==> config.mk <==
export PLATFORM = sky130hd
export DESIGN_NAME = mem_arbiter
export DESIGN_NICKNAME = d
export VERILOG_FILES = /design/src/rtl/mem_arb_pkg.sv /design/src/rtl/mem_lane_align.sv /design/src/rtl/mem_arbiter.sv
export SDC_FILE = /design/constraint.sdc
export NUM_CORES = 1
export LEC_CHECK = 0
export CAP_MARGIN = 25
export CORE_MARGIN = 8
export CORE_UTILIZATION = 44
export DETAILED_ROUTE_END_ITERATION = 6
export GPL_TIMING_DRIVEN = 0
export PLACE_DENSITY_LB_ADDON = 0.1
export SKIP_CTS_REPAIR_TIMING = 1
export SYNTH_ARGS = -nofsm -noshare
export SYNTH_HDL_FRONTEND = slang
export SYNTH_SLANG_ARGS = --single-unit
==> constraint.sdc <==
create_clock -name clk -period 2.68 [get_ports clk]
set_input_delay 0.268 -clock clk [delete_from_list [all_inputs] [get_ports clk]]
set_output_delay 0.268 -clock clk [all_outputs]
set_load 0.005 [all_outputs]
==> src/rtl/mem_arb_pkg.sv <==
// Shared types and constants for the memory arbiter.
// Contents: bus widths, FSM state encoding, d_size codes, the timeout default,
// and the registered memory-command payload struct.
package mem_arb_pkg;

    localparam int unsigned ADDR_W             = 32;
    localparam int unsigned DATA_W             = 32;
    localparam int unsigned BE_W               = DATA_W / 8;
    localparam int unsigned SHIFT_W            = 5;
    localparam int unsigned TIMEOUT_CYCLES_DEF = 255;

    typedef enum logic [1:0] {
        ST_IDLE  = 2'd0,
        ST_DATA  = 2'd1,
        ST_FETCH = 2'd2,
        ST_RESP  = 2'd3
    } arb_state_e;

    // funct3[1:0] access size codes
    typedef enum logic [1:0] {
        SZ_BYTE = 2'b00,
        SZ_HALF = 2'b01,
        SZ_WORD = 2'b10,
        SZ_RSVD = 2'b11
    } d_size_e;

    // Memory command held on the bus from IDLE exit until mem_ack
    typedef struct packed {
        logic              we;
        logic [ADDR_W-1:0] addr;
        logic [DATA_W-1:0] wdata;
        logic [BE_W-1:0]   be;
    } mem_cmd_t;

endpackage

==> src/rtl/mem_lane_align.sv <==
// Byte-lane steering for data accesses (purely combinational).
// Ports:
//   off_i          byte offset within the word (address bits [1:0])
//   size_i         access size code (d_size_e)
//   wdata_i        LSB-justified store data
//   be_c_o         byte enables for the memory word
//   wdata_c_o      store data moved onto its byte lanes
//   rshift_c_o     right-shift amount that brings load data back to the LSBs
//   misalign_c_o   access crosses its natural alignment or uses the reserved size
module mem_lane_align
    import mem_arb_pkg::*;
(
    input  logic [1:0]         off_i,
    input  logic [1:0]         size_i,
    input  logic [DATA_W-1:0]  wdata_i,
    output logic [BE_W-1:0]    be_c_o,
    output logic [DATA_W-1:0]  wdata_c_o,
    output logic [SHIFT_W-1:0] rshift_c_o,
    output logic               misalign_c_o
);

    // Enables and alignment check per size
    always_comb begin
        be_c_o       = '0;
        misalign_c_o = 1'b0;
        case (size_i)
            SZ_BYTE: be_c_o = BE_W'(4'b0001 << off_i);
            SZ_HALF: begin
                be_c_o       = BE_W'(4'b0011 << off_i);
                misalign_c_o = off_i[0];
            end
            SZ_WORD: begin
                be_c_o       = BE_W'(4'b1111);
                misalign_c_o = (off_i != 2'b00);
            end
            default: misalign_c_o = 1'b1;
        endcase
    end

    assign rshift_c_o = {off_i, 3'b000};
    assign wdata_c_o  = wdata_i << rshift_c_o;

endmodule

==> src/rtl/mem_arbiter.sv <==
// Single-port memory arbiter between an instruction-fetch port and a
// load/store port. Data requests win over fetches when both are pending.
// Misaligned data accesses complete immediately with d_err and never reach
// memory.
// Ports:
//   clk, rst_n                  clock, asynchronous active-low reset
//   if_req/if_addr              fetch request (held until if_ack)
//   if_rdata/if_ack             fetched word and one-cycle completion pulse
//   d_rd/d_wr/d_addr/d_wdata/d_size   load/store request (held until d_ack)
//   d_rdata/d_ack/d_err         LSB-justified load data, completion, error
//   wait_sig                    combinational core stall
//   mem_req/mem_we/mem_addr/mem_wdata/mem_be   registered memory command
//   mem_rdata/mem_ack           memory response
// Build option: define MEM_ARB_TIMEOUT_EN to abort a memory access after
// TIMEOUT_CYCLES cycles without mem_ack (returns zero data, d_err on the data
// path). Without it the arbiter waits for mem_ack indefinitely.
module mem_arbiter
    import mem_arb_pkg::*;
#(
    parameter int unsigned TIMEOUT_CYCLES = TIMEOUT_CYCLES_DEF
) (
    input  logic              clk,
    input  logic              rst_n,
    input  logic              if_req,
    input  logic [ADDR_W-1:0] if_addr,
    output logic [DATA_W-1:0] if_rdata,
    output logic              if_ack,
    input  logic              d_rd,
    input  logic              d_wr,
    input  logic [ADDR_W-1:0] d_addr,
    input  logic [DATA_W-1:0] d_wdata,
    input  logic [1:0]        d_size,
    output logic [DATA_W-1:0] d_rdata,
    output logic              d_ack,
    output logic              d_err,
    output logic              wait_sig,
    output logic              mem_req,
    output logic              mem_we,
    output logic [ADDR_W-1:0] mem_addr,
    output logic [DATA_W-1:0] mem_wdata,
    output logic [BE_W-1:0]   mem_be,
    input  logic [DATA_W-1:0] mem_rdata,
    input  logic              mem_ack
);

    arb_state_e         state_q, state_d;
    mem_cmd_t           cmd_q, cmd_d;
    logic               mem_req_q, mem_req_d;
    logic [SHIFT_W-1:0] rshift_q, rshift_d;
    logic [DATA_W-1:0]  if_rdata_q, if_rdata_d;
    logic [DATA_W-1:0]  d_rdata_q, d_rdata_d;
    logic               if_ack_q, if_ack_d;
    logic               d_ack_q, d_ack_d;
    logic               d_err_q, d_err_d;

    logic [BE_W-1:0]    lane_be_c;
    logic [DATA_W-1:0]  lane_wdata_c;
    logic [SHIFT_W-1:0] lane_rshift_c;
    logic               misalign_c;
    logic               timeout_c;

    // Lane steering of the live data request
    mem_lane_align u_lane_align (
        .off_i        (d_addr[1:0]),
        .size_i       (d_size),
        .wdata_i      (d_wdata),
        .be_c_o       (lane_be_c),
        .wdata_c_o    (lane_wdata_c),
        .rshift_c_o   (lane_rshift_c),
        .misalign_c_o (misalign_c)
    );

`ifdef MEM_ARB_TIMEOUT_EN
    // Cycles spent waiting for mem_ack; fires on the last permitted cycle
    localparam int unsigned TMO_W = (TIMEOUT_CYCLES > 1) ? $clog2(TIMEOUT_CYCLES) : 1;

    logic [TMO_W-1:0] tmo_q, tmo_d;
    logic             busy_c;

    assign busy_c    = (state_q == ST_DATA) || (state_q == ST_FETCH);
    assign timeout_c = busy_c && (tmo_q == TMO_W'(TIMEOUT_CYCLES - 1));

    always_comb begin
        tmo_d = '0;
        if (busy_c && !timeout_c) begin
            tmo_d = tmo_q + TMO_W'(1);
        end
    end

    always_ff @(posedge clk or negedge rst_n) begin
        if (!rst_n) begin
            tmo_q <= '0;
        end else begin
            tmo_q <= tmo_d;
        end
    end
`else
    assign timeout_c = 1'b0;
`endif

    // Fetch addresses are word-aligned; low bits and the limit may go unused
    logic unused_c;
    assign unused_c = ^{if_addr[1:0], 32'(TIMEOUT_CYCLES)};

    // State register
    always_ff @(posedge clk or negedge rst_n) begin
        if (!rst_n) begin
            state_q <= ST_IDLE;
        end else begin
            state_q <= state_d;
        end
    end

    // Next state, memory command and response values
    always_comb begin
        state_d    = state_q;
        mem_req_d  = mem_req_q;
        cmd_d      = cmd_q;
        rshift_d   = rshift_q;
        if_rdata_d = if_rdata_q;
        d_rdata_d  = d_rdata_q;
        if_ack_d   = 1'b0;
        d_ack_d    = 1'b0;
        d_err_d    = 1'b0;

        case (state_q)
            ST_IDLE: begin
                if (d_rd || d_wr) begin
                    if (misalign_c) begin
                        state_d   = ST_RESP;
                        d_ack_d   = 1'b1;
                        d_err_d   = 1'b1;
                        d_rdata_d = '0;
                    end else begin
                        state_d     = ST_DATA;
                        mem_req_d   = 1'b1;
                        cmd_d.we    = d_wr;
                        cmd_d.addr  = {d_addr[ADDR_W-1:2], 2'b00};
                        cmd_d.wdata = lane_wdata_c;
                        cmd_d.be    = lane_be_c;
                        rshift_d    = lane_rshift_c;
                    end
                end else if (if_req) begin
                    state_d     = ST_FETCH;
                    mem_req_d   = 1'b1;
                    cmd_d.we    = 1'b0;
                    cmd_d.addr  = {if_addr[ADDR_W-1:2], 2'b00};
                    cmd_d.wdata = '0;
                    cmd_d.be    = '1;
                end
            end
            ST_DATA: begin
                if (mem_ack) begin
                    state_d   = ST_RESP;
                    mem_req_d = 1'b0;
                    d_ack_d   = 1'b1;
                    d_rdata_d = mem_rdata >> rshift_q;
                end else if (timeout_c) begin
                    state_d   = ST_RESP;
                    mem_req_d = 1'b0;
                    d_ack_d   = 1'b1;
                    d_err_d   = 1'b1;
                    d_rdata_d = '0;
                end
            end
            ST_FETCH: begin
                if (mem_ack) begin
                    state_d    = ST_RESP;
                    mem_req_d  = 1'b0;
                    if_ack_d   = 1'b1;
                    if_rdata_d = mem_rdata;
                end else if (timeout_c) begin
                    state_d    = ST_RESP;
                    mem_req_d  = 1'b0;
                    if_ack_d   = 1'b1;
                    if_rdata_d = '0;
                end
            end
            ST_RESP: state_d = ST_IDLE;
            default: state_d = ST_IDLE;
        endcase
    end

    // Datapath and response registers
    always_ff @(posedge clk or negedge rst_n) begin
        if (!rst_n) begin
            cmd_q      <= '0;
            mem_req_q  <= 1'b0;
            rshift_q   <= '0;
            if_rdata_q <= '0;
            d_rdata_q  <= '0;
            if_ack_q   <= 1'b0;
            d_ack_q    <= 1'b0;
            d_err_q    <= 1'b0;
        end else begin
            cmd_q      <= cmd_d;
            mem_req_q  <= mem_req_d;
            rshift_q   <= rshift_d;
            if_rdata_q <= if_rdata_d;
            d_rdata_q  <= d_rdata_d;
            if_ack_q   <= if_ack_d;
            d_ack_q    <= d_ack_d;
            d_err_q    <= d_err_d;
        end
    end

    assign mem_req   = mem_req_q;
    assign mem_we    = cmd_q.we;
    assign mem_addr  = cmd_q.addr;
    assign mem_wdata = cmd_q.wdata;
    assign mem_be    = cmd_q.be;
    assign if_rdata  = if_rdata_q;
    assign if_ack    = if_ack_q;
    assign d_rdata   = d_rdata_q;
    assign d_ack     = d_ack_q;
    assign d_err     = d_err_q;

    // Stall while any request is pending and not being acknowledged
    assign wait_sig = (d_rd | d_wr | if_req) & ~(d_ack_q | if_ack_q);

endmodule

==> impl_metrics.toml <==
[place]
post-place-ws_ns = 0.125
dpl_cell_area_sq_um = 9730
gp_congestion = 0.865
dp.cells = 1038
post-dp-hpwl_mm = 17.3
port_buffers = 266

[setup_path]
crit_end = "wait_sig"
cpMostUsedCell = "clkdlybuf4s50_1"
crit_chain = "clkdlybuf4s50_1 -> nor3_2 -> clkbuf_1 -> nor3_1 -> clkdlybuf4s50_1"
cp_slowest_cell = "nor3_2"
reg2reg_to = "mem_wdata[28]$_DFFE_PN0P_"
startpoint_type = "input pin"
reg2reg_depth = 8
worst_ep_arrival_time_ns = 2.30
reg2reg_from = "state_q[0]$_DFFE_PN0P_"
cp_top_family = "buffers and inverters"
crit_type = "input pin to output port"
rrSetupSlack_ns = 0.55
critPathLaunch = "d_wr"
cp.required_ns = 2.41
worstSetupEndpointType = "output port"
crit_fanout = 10
worst-path-buf-inv = 3
critical_path.max_stage_delay_ns = 0.55
crit_cells = 5

[sta]
finalSetupViolations = 0
final_max_slew_viol_count = 0
finalHoldViolCount = 0
whs_ns = 0.352
fin_crit_sh = 0.959
worstMarginPinSlew_ns = 0.805
finClkSkew_ns = 0.00670
relSlewSlack = 0.460
tns_ns = 0
fin_ws_ns = 0.109
clock.fmax_mhz = 389
rsz0062_at_grt = "false"
fin_crit_ns = 2.57

[logic_synthesis]
synth_top_family_by_area = "multiplexers"
syn_inst = 582
synth_xor_area_frac = 0
syn-cell-area_sq_um = 6800
synth_ff_type = "dfrtp_1"
yosysSeqAreaShare = 0.512
yosys.area_share.simple = 0.0565
muxShareOfSynthArea = 0.248
synth-async-reset-ratio = 1.00
synth-seq-cells = 139
ys_warn_count = 0
synthAdderAreaFrac = 0.00699
synth_cell_types = 42
synth_compound_area_frac = 0.133
syn-mean-instance-area_sq_um = 11.7
synth-edff-count = 0

[pwr]
power.share.clock = 0.212
switchingPower_w = 0.00353
power_frac_seq = 0.327
vdd_drop_max_v = 0.000492
pwr-share-comb = 0.461
leakage_nw = 4.32
p_int_w = 0.00751
switching_share = 0.320
p_per_area_nw_per_um2 = 1070

[global_routing]
grt_pass1_vias = 6429
grt_usage = 0.228
grt_max_degree = 84
grt_pass1_wl_mm = 35.1
grt-ovfl-total = 0
antenna_found_initial = 0

[detailed_routing]
firstDrtPassIters = 5
totalWireLength_mm = 22.6
drt-initial-drc-count = 463
via_count = 5894
routed_via_density = 5.51
final_antenna_net_count = 0
wire_per_inst_microns = 21.2
drc_errors = 0

[clock_network]
path_clk_slew_ns = 0.06
clock_path_buffers = 2
cts_tree = "built"
clock_sinks = 139
clkLatencyLatePin_ns = 0.42
h-tree-depth = 4
clockRootBuffer = "clkbuf_16"
cts_made_buffers = 17

[floorplanning]
die_w_microns = 140
start_util = 0.449
die_h_microns = 140
core_sq_um = 15100
die-area_sq_um = 19700
rows = 45
io_pins = 274

[finish]
areaGrowthSynthToFinish_pct = 51.9
instances_no_fill = 1070
drive_above_1_share = 0.192
diodes = 0
final_nets = 1009
final_cell_area_sq_um = 10300

[job]
drv_cap = 0

[status]
status = "completed"

[hold_path]
min_path_type = "input pin to register"
-- layer usage --
layer | global-route usage | vias to the layer above | part of all wire
met5 | 0 | - | 0
met4 | 0.0989 | 0 | 0.031
met3 | 0.0771 | 50 | 0.096
met2 | 0.376 | 316 | 0.48
met1 | 0.265 | 2857 | 0.39
li1 | - | 2671 | -
-- state kept, by name, summed over array words and instances, names as in the netlist, 2 cells and up --
signal,flops
state_q,2
mem_wdata,32
d_rdata,32
mem_addr,30
if_rdata,32
rshift_q,2
mem_be,4
-- layout by cell type, fill, tap and decap left out, drive strengths merged, types with 4 or more instances in the layout --
cell type / n
clkdlybuf4s50: 265
dfrtp: 139
mux2: 113
nand2: 67
o21ai: 55
mux2i: 41
clkbuf: 41
buf: 35
o31ai: 25
nor2: 15
a21oi: 11
o22ai: 11
o211ai: 8
o41ai: 8
o2bb2ai: 7
inv: 6
nor3: 5
clkinv: 4
-- power groups by stage --
stage	Sequential [W]	Clock, W	Combinational (W)
floorplan	0.00362	0	0.00217
global route	0.00372	0.00247	0.00547
CTS	0.00361	0.00237	0.00514
finish	0.00361	0.00234	0.00509
global placement	0.00358	0	0.00500
detailed placement	0.00364	0	0.00511
-- through the flow --
stage	total power (W)	util
finish	0.0110	0.682
global route	0.0117	0.682
CTS	0.0111	0.681
detailed placement	0.00875	0.642
global placement	0.00858	0.640
floorplan	0.00579	-
-- worst min-delay path, stage by stage --
cell	delay (ns)
buf_2	0.14
nor2b_1	0.07
nor2_1	0.10
o32a_1	0.15
-- synth_stat cells, types with 2 or more instances --
library cell	number	area share
buf_6	7	0.012
buf_1	4	0.0022
o2bb2ai_1	7	0.0090
inv_1	6	0.0033
clkbuf_1	16	0.0088
mux2_2	99	0.16
a21oi_1	11	0.0081
o31ai_1	21	0.023
o22ai_1	11	0.010
buf_2	19	0.014
ha_1	3	0.0055
o32a_1	2	0.0029
dfrtp_1	139	0.51
o31ai_2	4	0.0074
nand2_1	67	0.037
o21ai_1	3	0.0022
nor2_1	14	0.0077
o21ai_0	51	0.038
mux2i_1	41	0.060
buf_4	3	0.0033
nor3_1	4	0.0029
nor2b_1	3	0.0028
mux2_1	14	0.023
o41ai_1	8	0.010
o211ai_1	8	0.0088
-- cell families (layout without fill, tap and decap cells) --
kind of cell / Yosys count / count (layout)
compound gates: 135 / 135
buf+inv: 56 / 355
simple gates: 93 / 93
flops: 139 / 139
fa+ha+maj: 4 / 4
mux: 154 / 154
other cells: 1 / 2
-- layout make-up --
cell class                 count  area (sq um)
buffer                        50           277
clock buffer                  24           502
clock inverter                 7          87.6
fill                        1155          4820
inverter                       6          22.5
multi-input combinational    388          3020
sequential                   139          3480
tap                          188           235
timing repair buffer         268          2700
-- worst min-delay path by stage --
| stage | from | end | slack, ns | cells after the start |
|---|---|---|---|---|
| 6_report | d_addr[0] | mem_be[1]$_DFFE_PN0P_ | 0.35 | 4 |
| 5_1_grt | d_size[0] | mem_be[1]$_DFFE_PN0P_ | 0.38 | 4 |
| 4_1_cts | rst_n | if_rdata[15]$_DFFE_PN0P_ | -0.17 | 1 |
| 3_5_place_dp | rst_n | if_rdata[15]$_DFFE_PN0P_ | 0.27 | 1 |
| 3_3_place_gp | mem_addr[27]$_DFFE_PN0P_ | mem_addr[27]$_DFFE_PN0P_ | 0.47 | 1 |
| 2_1_floorplan | rst_n | d_ack$_DFF_PN0_ | -0.03 | 0 |
Note: power is estimated with default switching activity, not from simulation.
